$ cat src/rtl/flowcontrol_pkg.sv
// Shared FSM states, condition codes and the branch decision for compare_branch.
package flowcontrol_pkg;

  typedef enum logic [2:0] {
    IDLE,
    ARM,
    WAIT_LO,
    WAIT_HI,
    EVAL,
    DISP,
    RTZ
  } state_t;

  localparam logic [2:0] COND_EQ     = 3'd0;
  localparam logic [2:0] COND_NE     = 3'd1;
  localparam logic [2:0] COND_LT     = 3'd2;
  localparam logic [2:0] COND_LE     = 3'd3;
  localparam logic [2:0] COND_GT     = 3'd4;
  localparam logic [2:0] COND_GE     = 3'd5;
  localparam logic [2:0] COND_ALWAYS = 3'd6;
  localparam logic [2:0] COND_NEVER  = 3'd7;

  // Flag-based codes fall back to not-taken when the comparator breaks one-hot.
  function automatic logic cond_taken(input logic [2:0] cond, input logic bigger,
                                      input logic equal, input logic smaller);
    logic one_hot;
    logic taken;
    one_hot = (bigger ^ equal ^ smaller) & ~(bigger & equal & smaller);
    case (cond)
      COND_EQ:     taken = equal;
      COND_NE:     taken = ~equal;
      COND_LT:     taken = smaller;
      COND_LE:     taken = smaller | equal;
      COND_GT:     taken = bigger;
      COND_GE:     taken = bigger | equal;
      COND_ALWAYS: taken = 1'b1;
      default:     taken = 1'b0;
    endcase
    if (cond != COND_ALWAYS && cond != COND_NEVER && !one_hot) begin
      taken = 1'b0;
    end
    return taken;
  endfunction

endpackage

$ cat src/rtl/sync2.sv
// Two-flop synchronizer for a single asynchronous level, cleared by reset.
module sync2 (
  input  logic clk,
  input  logic rst,
  input  logic d_i,
  output logic q_o
);

  logic [1:0] sync_q;

  always_ff @(posedge clk) begin
    if (rst) begin
      sync_q <= 2'b00;
    end else begin
      sync_q <= {sync_q[0], d_i};
    end
  end

  assign q_o = sync_q[1];

endmodule

$ cat src/rtl/compare_branch.sv
// Sends two operands to an asynchronous comparator over a 4-phase handshake and
// dispatches the payload to the true or false branch according to a condition code.
module compare_branch
  import flowcontrol_pkg::*;
#(
  parameter int Width   = 32,
  parameter int Timeout = 1024
) (
  input  logic             clk,
  input  logic             rst,
  input  logic             in_req,
  output logic             in_ack,
  input  logic [Width-1:0] in_x,
  input  logic [Width-1:0] in_y,
  input  logic [2:0]       in_cond,
  input  logic [Width-1:0] in_data,
  output logic             cmp_req,
  output logic [Width-1:0] cmp_x,
  output logic [Width-1:0] cmp_y,
  input  logic             cmp_fin,
  input  logic             cmp_bigger,
  input  logic             cmp_equal,
  input  logic             cmp_smaller,
  output logic             t_req,
  input  logic             t_ack,
  output logic             f_req,
  input  logic             f_ack,
  output logic [Width-1:0] out_data,
  output logic             err
);

  localparam int CntW = $clog2(Timeout + 1);

  state_t           state_q, state_d;
  logic [CntW-1:0]  cnt_q, cnt_d;
  logic             seen_q, seen_d;
  logic             in_ack_q, in_ack_d;
  logic             cmp_req_q, cmp_req_d;
  logic             t_req_q, t_req_d;
  logic             f_req_q, f_req_d;
  logic             err_q, err_d;
  logic [Width-1:0] cmp_x_q, cmp_x_d;
  logic [Width-1:0] cmp_y_q, cmp_y_d;
  logic [Width-1:0] out_data_q, out_data_d;
  logic [2:0]       cond_q, cond_d;
  logic [1:0]       branch_q, branch_d;
  logic             fin_s;
  logic             taken;
  logic             timeout_hit;
  logic             sel_ack;

  sync2 u_fin_sync (
    .clk (clk),
    .rst (rst),
    .d_i (cmp_fin),
    .q_o (fin_s)
  );

  assign timeout_hit = (cnt_q == CntW'(Timeout - 1));
  // branch_q remembers which side was dispatched (none after a timeout).
  assign sel_ack     = (branch_q[1] & t_ack) | (branch_q[0] & f_ack);

  always_comb begin
    state_d    = state_q;
    cnt_d      = cnt_q;
    seen_d     = seen_q;
    in_ack_d   = in_ack_q;
    cmp_req_d  = cmp_req_q;
    t_req_d    = t_req_q;
    f_req_d    = f_req_q;
    err_d      = err_q;
    cmp_x_d    = cmp_x_q;
    cmp_y_d    = cmp_y_q;
    out_data_d = out_data_q;
    cond_d     = cond_q;
    branch_d   = branch_q;
    taken      = 1'b0;
    case (state_q)
      IDLE: begin
        if (in_req && !t_ack && !f_ack) begin
          cmp_x_d    = in_x;
          cmp_y_d    = in_y;
          cond_d     = in_cond;
          out_data_d = in_data;
          state_d    = ARM;
        end
      end
      ARM: begin
        cnt_d     = '0;
        seen_d    = 1'b0;
        cmp_req_d = 1'b1;
        state_d   = WAIT_LO;
      end
      WAIT_LO, WAIT_HI: begin
        if (timeout_hit) begin
          err_d     = 1'b1;
          cmp_req_d = 1'b0;
          in_ack_d  = 1'b1;
          branch_d  = 2'b00;
          state_d   = RTZ;
        end else begin
          cnt_d = cnt_q + 1'b1;
          if (state_q == WAIT_LO) begin
            seen_d = 1'b0;
            if (!fin_s) begin
              state_d = WAIT_HI;
            end
          end else begin
            // Two consecutive high samples guarantee the raw flags have settled.
            seen_d = fin_s;
            if (fin_s && seen_q) begin
              cmp_req_d = 1'b0;
              state_d   = EVAL;
            end
          end
        end
      end
      EVAL: begin
        taken    = cond_taken(cond_q, cmp_bigger, cmp_equal, cmp_smaller);
        t_req_d  = taken;
        f_req_d  = ~taken;
        branch_d = {taken, ~taken};
        state_d  = DISP;
      end
      DISP: begin
        if (sel_ack) begin
          t_req_d  = 1'b0;
          f_req_d  = 1'b0;
          in_ack_d = 1'b1;
          state_d  = RTZ;
        end
      end
      RTZ: begin
        if (!in_req && !sel_ack) begin
          in_ack_d = 1'b0;
          state_d  = IDLE;
        end
      end
      default: state_d = IDLE;
    endcase
  end

  always_ff @(posedge clk) begin
    if (rst) begin
      state_q    <= IDLE;
      cnt_q      <= '0;
      seen_q     <= 1'b0;
      in_ack_q   <= 1'b0;
      cmp_req_q  <= 1'b0;
      t_req_q    <= 1'b0;
      f_req_q    <= 1'b0;
      err_q      <= 1'b0;
      cmp_x_q    <= '0;
      cmp_y_q    <= '0;
      out_data_q <= '0;
      cond_q     <= COND_EQ;
      branch_q   <= 2'b00;
    end else begin
      state_q    <= state_d;
      cnt_q      <= cnt_d;
      seen_q     <= seen_d;
      in_ack_q   <= in_ack_d;
      cmp_req_q  <= cmp_req_d;
      t_req_q    <= t_req_d;
      f_req_q    <= f_req_d;
      err_q      <= err_d;
      cmp_x_q    <= cmp_x_d;
      cmp_y_q    <= cmp_y_d;
      out_data_q <= out_data_d;
      cond_q     <= cond_d;
      branch_q   <= branch_d;
    end
  end

  assign in_ack   = in_ack_q;
  assign cmp_req  = cmp_req_q;
  assign cmp_x    = cmp_x_q;
  assign cmp_y    = cmp_y_q;
  assign t_req    = t_req_q;
  assign f_req    = f_req_q;
  assign out_data = out_data_q;
  assign err      = err_q;

endmodule

$ cat config.mk
export PLATFORM = sky130hd
export DESIGN_NAME = compare_branch
export DESIGN_NICKNAME = d
export VERILOG_FILES = /design/src/rtl/flowcontrol_pkg.sv /design/src/rtl/sync2.sv /design/src/rtl/compare_branch.sv
export SDC_FILE = /design/constraint.sdc
export NUM_CORES = 1
export LEC_CHECK = 0
export ABC_CLOCK_PERIOD_IN_PS = 2100
export CAP_MARGIN = 40
export CORE_ASPECT_RATIO = 0.5
export CORE_MARGIN = 4
export CORE_UTILIZATION = 40
export CTS_CLUSTER_DIAMETER = 30
export DETAILED_ROUTE_END_ITERATION = 8
export PLACE_DENSITY = 0.78
export SETUP_SLACK_MARGIN = 0.5
export SLEW_MARGIN = 20
export SYNTH_ARGS = -nofsm -noshare
export SYNTH_HDL_FRONTEND = slang
export SYNTH_SLANG_ARGS = --single-unit
$ cat constraint.sdc
create_clock -name clk -period 2.1 [get_ports clk]
set_input_delay 0.21 -clock clk [delete_from_list [all_inputs] [get_ports clk]]
set_output_delay 0.21 -clock clk [all_outputs]
set_load 0.01 [all_outputs]
==> flow_summary.toml, run 1 <==
[synthesis]
seq_area_frac_synth = 0.5258
netlist_instances = 586
synth_flop_cell = "dfxtp_1"
syn-mean-instance-area_um2 = 7.992
synth-seq-cells = 123
syn-cell-area_um2 = 4683
yosys_warnings = 0
synth.distinct_cells = 49
synth-edff-count = 0
async_reset_ff_frac = 0
syn_nets = 696

[worst_hold_path]
hold_depth = 3
min_path_type = "in2reg"

[routing]
viasPerCell = 5.360
dr.pass1.iters = 5
drc = 0
ant_nets = 0
drtIter0Drc = 367
vias = 5328
routedWlPerCell_um = 19.31
totalWireLength_um = 19190

[worst_setup_path]
crit_fanout = 4
reg2reg_depth = 5
startpoint = "cnt_q[7]$_SDFFE_PP0P_"
cp_data_required_time_ns = 2.40
critPathSlowestCell = "or4b_2"
crit_type = "reg2reg"
reg2reg_slack_ns = 0.24
cp_top_family = "simple AND/OR/NAND/NOR gates"
endpoint = "cnt_q[1]$_SDFFE_PP0P_"
worst-path-buf-inv = 1
reg2reg_from = "cnt_q[7]$_SDFFE_PP0P_"
cp.depth = 5
cp-end-kind = "flop"
crit_path_start_kind = "flop"
reg2reg_to = "cnt_q[1]$_SDFFE_PP0P_"
worstPathArrival_ns = 2.15
max_stage_delay_ns = 0.63
path_cells = "nand4_1 > buf_4 > nor4_4 > or4b_2 > a21oi_1"

[clocking]
root_buffer = "clkbuf_16"
cts_tree = "yes"
cts_buffers = 17
cts_sinks = 123
path_clk_slew_ns = 0.06
cts_buffer_depth = 2
h-tree-depth = 4
clkLatencyLatePin_ns = 0.41

[pwr]
p_comb_frac = 0.150
p_seq_frac = 0.392
internal-power_mw = 4.688
clkPwrFrac = 0.458
p_leak_nw = 2.978
power.share.switching = 0.2552
power_density_nw_per_um2 = 735.7
peakVddDrop_mv = 0.5876
p_switching_mw = 1.606

[run_status]
status = "completed"

[cells_and_area]
final_util = 0.7628
layout_commonest_cell = "clkdlybuf4s50_1"
layout-drive-gt1-share = 0.2096
mostFrequentLayoutCells = "clkdlybuf4s50_1, nand2_1, dfxtp_1, a21oi_1, a21oi_2"
fin_nets = 933
antenna_cells = 0
areaGrowthSynthToFinish_pct = 82.69
num-fill-cells = 762

[timing]
min_period_ns = 1.855
rsz0062_at_grt = "true"
holdWs_ns = 0.3418
slew-limit-headroom = 0.5405
hold_viol = 0
period_share = 0.8835
clock_skew_ns = 0.01124
worst_pin_slew_ns = 0.6892
clock.fmax_mhz = 539.0
setup_viol = 0
slew_viol_final = 0
setup_tns_ns = 0

[global_route]
grt_use_met2 = 0.3991
grt.total_usage = 0.2179
grt_pass1_vias = 4802
met1_usage = 0.2451
antenna_found_initial = 0
grt_pass1_wl_um = 23990
grt_use_met3 = 0.05983
grt.busiest_layer = "met2"
grt_max_degree = 66
globalRouteOverflowTotal = 0

[die]
io_pins = 209
core_um2 = 11220
die_h_um = 84.51
dieArea_um2 = 13610
fp-row-count = 27
start_util = 0.4176
die_x_um = 161.0

[placement]
portBuffers = 208
dp_hpwl_um = 9618
gp_congestion = 0.7787

[run]
maxCapViolations = 0
-- per-stage QoR --
step                power (mW)  std cells  setup slack, ns  instance area [µm²]
floorplan                2.775        586           0.5085                 4688
global placement         3.177        924          0.07599                 6922
detailed placement       3.191        924          0.04450                 6922
CTS                      6.118        970           0.4248                 7829
global route             6.510        994           0.2359                 8556
finish                   6.295        994           0.2446                 8556
-- kinds of logic (layout without fill, tap and decap cells) --
group | after synthesis | after routing | share of synthesized area
simple gates | 267 | 269 | 0.2493
fa+ha+maj | 2 | 2 | 0.005342
compound gates | 149 | 149 | 0.1747
flops | 123 | 123 | 0.5258
mux | 2 | 2 | 0.004275
buf+inv | 43 | 290 | 0.04061
-- cell usage after synthesis, types with 3 or more instances --
master    count  area, µm²
o21ai_0       7      35.03
nand2b_1      5      31.28
nor2_1        7      26.28
clkbuf_1     24      90.09
nor3_1        3      15.01
buf_2        14      70.07
nand3_1       5      25.02
nor4_1        3      18.77
o31ai_1       5      37.54
or3_1         5      31.28
a21oi_1     117      585.6
a211oi_1      3      22.52
nor2b_1       3      18.77
nand2_1     211      792.0
or4_1         7      52.55
dfxtp_1     123       2462
-- worst min path at each step --
stage / slack, ns / start / endpoint
2_1_floorplan: 0.34 / cmp_fin / u_fin_sync.sync_q[0]$_SDFF_PP0_
3_3_place_gp: 0.42 / u_fin_sync.sync_q[0]$_SDFF_PP0_ / u_fin_sync.sync_q[1]$_SDFF_PP0_
3_5_place_dp: 0.44 / err$_SDFFE_PP0P_ / err$_SDFFE_PP0P_
4_1_cts: 0.33 / rst / u_fin_sync.sync_q[0]$_SDFF_PP0_
6_report: 0.34 / in_x[6] / cmp_x[6]$_SDFFE_PP0P_
5_1_grt: 0.32 / in_x[6] / cmp_x[6]$_SDFFE_PP0P_
-- power groups by stage --
| stage | clock, mW | combinational [mW] | sequential [mW] |
|---|---|---|---|
| floorplan | 0 | 0.234 | 2.54 |
| global placement | 0 | 0.665 | 2.51 |
| detailed placement | 0 | 0.675 | 2.52 |
| CTS | 2.89 | 0.762 | 2.47 |
| global route | 3.04 | 0.991 | 2.48 |
| finish | 2.88 | 0.941 | 2.47 |
-- per-layer routing --
layer	routed length, µm	vias to the layer above
li1	-	2460
met2	9590	253
met4	837	0
met3	1396	73
met5	0	-
met1	7369	2542
-- flip-flops by register name (all words and copies together), names as in the netlist --
signal	flops
branch_q	2
cmp_req	1
cmp_x	32
cmp_y	32
cnt_q	11
cond_q	3
err	1
f_req	1
in_ack	1
out_data	32
seen_q	1
state_q	3
t_req	1
u_fin_sync.sync_q	2
-- repair_timing --
action | CTS | global route
buffers inserted | 10 | 8
endpoints found under the setup margin | 112 | 118
gates resized for setup | 21 | 97
pin swaps | 2 | 24
gates cloned | 5 | 16
hold buffers | 0 | 0
-- worst min-delay path: stages --
cell	delay (ns)
clkdlybuf4s50_1	0.40
nand2_1	0.05
a21oi_1	0.05
-- layout make-up --
type                    instances  area (µm²)  area share
inverters                       2       7.507   0.0008774
well taps                     159       198.9     0.02325
flip-flops and latches        123        2494      0.2915
clock inverters                14       151.4     0.01770
clock buffers                  17       425.4     0.04972
repair buffers                257        2887      0.3374
multi-input cells             422        2392      0.2796
No activity file was read; power rests on OpenSTA's default activity.
==> inputs of run 2 (changes only) <==
CAP_MARGIN = default   (was 40)
GPL_ROUTABILITY_DRIVEN = 0   (was default)
==> results of run 2 <==
No change in the layout: final DEF, timing and power equal those of run 1.
